<file path="config.mk">
export PLATFORM = sky130hd
export DESIGN_NAME = fact_accel
export DESIGN_NICKNAME = d
export VERILOG_FILES = /design/src/rtl/fact_accel.sv
export SDC_FILE = /design/constraint.sdc
export NUM_CORES = 1
export LEC_CHECK = 0
export ABC_AREA = 1
export BUFFER_PORTS_ARGS = -buffer_cell sky130_fd_sc_hd__clkbuf_2
export CELL_PAD_IN_SITES_DETAIL_PLACEMENT = 0
export CELL_PAD_IN_SITES_GLOBAL_PLACEMENT = 2
export CORE_MARGIN = 2
export CORE_UTILIZATION = 36
export CTS_CLUSTER_DIAMETER = 120
export DETAILED_ROUTE_END_ITERATION = 6
export PLACE_DENSITY_LB_ADDON = 0.1
export SYNTH_ARGS = -nofsm -noshare
export SYNTH_HDL_FRONTEND = slang
export SYNTH_SLANG_ARGS = --single-unit
</file>
<file path="constraint.sdc">
create_clock -name clk -period 7.95 [get_ports clk]
set_clock_uncertainty 0.1 [all_clocks]
set_input_delay 0.3975 -clock clk [delete_from_list [all_inputs] [get_ports clk]]
set_output_delay 0.3975 -clock clk [all_outputs]
set_load 0.005 [all_outputs]
</file>
<file path="src/rtl/fact_accel.sv">
// Memory-mapped factorial accelerator: software writes N, pulses GO, polls STATUS, reads RESULT.
// n! is built one multiply per clock; an n above MAX_N is rejected with a sticky error flag.
module fact_accel #(
    parameter int N_W   = 4,
    parameter int MAX_N = 12
) (
    input  logic        clk,
    input  logic        rst,
    input  logic        we,
    input  logic [1:0]  a,
    input  logic [31:0] wd,
    output logic [31:0] rd,
    output logic        busy
);

    typedef enum logic {IDLE, BUSY} state_t;

    localparam logic [1:0]  A_N      = 2'd0;
    localparam logic [1:0]  A_GO     = 2'd1;
    localparam logic [1:0]  A_STATUS = 2'd2;
    localparam logic [1:0]  A_RESULT = 2'd3;
    localparam logic [31:0] MAX_N_32 = 32'(MAX_N);

    state_t         state;
    logic [N_W-1:0] n_reg;
    logic [N_W-1:0] cnt;
    logic [31:0]    acc;
    logic [31:0]    result;
    logic           done;
    logic           err;

    logic go_req;
    logic n_too_big;
    logic wd_unused;

    assign go_req    = we && (a == A_GO) && wd[0];
    assign n_too_big = 32'(n_reg) > MAX_N_32;
    assign wd_unused = ^wd[31:N_W];

    // cnt, not n_reg, drives the loop so N may be rewritten mid-computation.
    always_ff @(posedge clk or negedge rst) begin
        if (!rst) begin
            state  <= IDLE;
            n_reg  <= '0;
            cnt    <= '0;
            acc    <= '0;
            result <= '0;
            done   <= 1'b0;
            err    <= 1'b0;
        end else begin
            if (we && (a == A_N)) begin
                n_reg <= wd[N_W-1:0];
            end
            case (state)
                IDLE: begin
                    if (go_req) begin
                        if (n_too_big) begin
                            err  <= 1'b1;
                            done <= 1'b0;
                        end else begin
                            err   <= 1'b0;
                            done  <= 1'b0;
                            acc   <= 32'd1;
                            cnt   <= n_reg;
                            state <= BUSY;
                        end
                    end
                end
                BUSY: begin
                    if (cnt > N_W'(1)) begin
                        acc <= acc * 32'(cnt);
                        cnt <= cnt - N_W'(1);
                    end else begin
                        result <= acc;
                        done   <= 1'b1;
                        state  <= IDLE;
                    end
                end
                default: state <= IDLE;
            endcase
        end
    end

    assign busy = (state == BUSY);

    always_comb begin
        rd = '0;
        case (a)
            A_N:      rd = 32'(n_reg);
            A_GO:     rd = '0;
            A_STATUS: rd = {30'b0, err, done};
            A_RESULT: rd = result;
            default:  rd = '0;
        endcase
    end

endmodule

</file>
==> results by group <==
Pwr
  • Sw power: 0.00171 W
  • Switching Fraction: 53.9%
  • Design Power: 0.00318 W
  • Leak pwr: about 5.4 nW
  • Clock power share: between 10% and 20%
  • Logic pwr share: between 60% and 70%
  • Part of the power in registers: 22.0%
  • Cell Int Power: 0.00146 W
  • Worst VDD drop: between 0.0001 and 0.00015 V
  • PwrDens: ~370 mW/mm²

Final layout
  • Area growth syn-to-layout: 9.69%
  • Fin nets: about 1.4k
  • Most common cell after layout, fill and taps aside: nand2_1
  • Fin util: a little over 40%
  • Ratio of cells with drive above 1 in the final layout: under 10%
  • Most frequent cells in the layout: nand2_1 (366), inv_1 (339), nor2_1 (79)
  • Post-Layout Cell Count: between 1.5k and 2k
  • Largest registers: acc x32, result x32
  • Ant. Diodes: 0

Timing
  • Fmax: 257 MHz
  • Unrepaired setup endpoints after global routing: no
  • Final Max Slew Viols: 0
  • Post-route setup slack: between 4 and 5 ns
  • Final Setup Violations: 0
  • Tcrit/Tclk final: 48.9%
  • Min Tclk post-route: between 3 and 4 ns
  • Hold Vio Cnt, Final: 0
  • Relative slew slack: a little over a third
  • Slew @ Worst Pin: a little under 1 ns
  • Fin Setup TNS: 0 ns

Place
  • Cells after DPL: about 1.5k
  • Setup Slack @ Placement: ~4 ns
  • DP Wirelength: ~17000 µm
  • Gpl congestion: 0.821
  • Port bufs: between 40 and 50

Logic synthesis
  • Synth cell types: 40
  • Net count after synthesis: roughly 1.3k
  • FF+latch count, synth: 75
  • Cells after Synth: around 1.2k
  • Synth Cell Area: between 0.007 and 0.008 mm²
  • Async SR Flop Fraction: 100%
  • Yosys warning total: 0
  • Seq/Total Area, Yosys: 24.0%
  • EDFF count, synth: 0
  • Syn avg cell area: roughly 6.5 µm²
  • Top_reg_cell synth: dfrtp_1

Clocking
  • CTS Buf Count: 9
  • Worst-path clk slew: about 0.060 ns
  • H-tree levels: 3
  • Clk root buf: clkbuf_16
  • Post-CTS Setup Inserts: 0
  • Clock Path Buffers: 2
  • CTS tree: yes
  • Clock latency on the worst-skew pair: approximately 0.34 ns
  • Clock Sinks: 75

Detailed routing
  • DR iter-0 viols: around 380
  • Pre-antenna DRT Iters: 5
  • WL/cell: roughly 14 µm
  • Via count of the routed design: 6865
  • Routed WL: 21600 µm
  • Via density: ~4.5
  • Post-route antenna net violation count: 0
  • Drt drc: 0

Min path
  • HP Class: input pin to flip-flop

Global route
  • Gr usage total: about a fifth
  • Total grt overflow: 0
  • Initial antenna violation count: 0
  • First-pass GRT wire length: 35900 µm
  • Vias in the first global route: between 6k and 7k
  • Pin count of the biggest net entering global routing: 46

Worst setup path
  • CP startpoint kind: flip-flop
  • Max FO, Critical Path: 21
  • WP data required: between 8 and 9 ns
  • Critical path type: flip-flop to flip-flop
  • Crit path DAT: around 4 ns
  • Crit. End Element: flip-flop

Floorplan
  • Die X: 151 µm
  • Core Region: roughly 0.021 mm²
  • Die area: around 0.023 mm²
  • FP Rows: 53
  • I/O Pins: 70
  • Die Span Y: 151 µm
  • Initial Utilization: between 30 and 40%

Run status
  • Status: finished, final reports clean

Run
  • MaxCap Viol Count: 0
## routing by layer
metal / GRT usage, % / routed length, µm
met1: 32.3 / 11800
met2: 29.8 / 8820
met3: 2.29 / 768
met4: 3.79 / 184
met5: 0 / 0
## final cells by class
| class | count | area (µm²) |
|---|---|---|
| clock buffers | 10 | 239 |
| well taps | 275 | 344 |
| inverters | 346 | 1300 |
| multi-input cells | 750 | 4490 |
| clock inverters | 6 | 72.6 |
| repair buffers | 48 | 263 |
| flip-flops and latches | 75 | 1880 |
| fillers | 2391 | 12600 |
## worst paths after layout
path	slack [ns]	endpoint	cells after the start	from
worst max-delay path	4.06	acc[18]	17	cnt[3]
worst min-delay path	0.21	n_reg[2]	3	wd[2]
worst max register to register	4.06	acc[18]	17	cnt[3]
worst min register to register	0.38	result[12]	2	result[12]
max in group asynchronous	6.35	result[31]	3	rst
min in group asynchronous	0.45	result[1]	2	rst
## per-stage QoR
step	hold slack, ns	area [µm²]
after floorplan	0.00191	7820
after global placement	0.283	8260
after detailed placement	0.287	8260
after CTS	0.200	8580
after global routing	0.201	8580
final	0.209	8580
## cell families (layout without fill, tap and decap cells)
group | after synthesis | after routing | synth area share [%]
AOI/OAI and AO/OA | 116 | 116 | 8.08
xor gates and xnor gates | 5 | 5 | 0.560
adders and majority gates | 91 | 91 | 20.0
buffers and inverters | 377 | 410 | 18.7
DFF | 75 | 75 | 24.0
muxes | 1 | 1 | 0.144
and+or+nand+nor | 537 | 537 | 28.5
## cell usage after synthesis, types with 8 or more instances
cell        n  area (µm²)
clkbuf_1   11        41.3
nand3_1    48         240
fa_1       57        1140
ha_1       34         425
dfrtp_1    75        1880
inv_1     339        1270
o21ai_0    37         185
nor2_1     79         297
a21oi_1    44         220
buf_2      11        55.1
o21ai_1    18        90.1
nand2_2     9        56.3
nor2_2      8        50.1
nand2_1   366        1370
## repair_timing
item / CTS / global route
endpoints found under the hold margin: 31 / 0
gates resized for setup: 0 / 0
hold buffers: 1 / 0
endpoints found under the setup margin: 0 / 0
## power groups by stage
stage	Combinational (W)	Sequential, W	Clock, W
2_1_floorplan	0.00158	0.000628	0
3_3_place_gp	0.00205	0.000707	0
3_5_place_dp	0.00207	0.000707	0
4_1_cts	0.00208	0.000700	0.000450
5_1_grt	0.00240	0.000727	0.000465
6_report	0.00204	0.000701	0.000437
## critical path, cell delays in order (launching register included)
cell and delay, ns:
dfrtp_1 0.57, buf_4 0.33, nand2_1 0.10, inv_1 0.06, fa_1 0.53, inv_1 0.06
fa_1 0.53, inv_1 0.06, ha_1 0.34, nand2_1 0.08, nand2_1 0.11, inv_1 0.10
nand2_1 0.07, o21bai_1 0.18, a21oi_1 0.33, nand2_1 0.09, nand2_1 0.07, o21ai_1 0.06
Note: power is estimated with default switching activity, not from simulation.
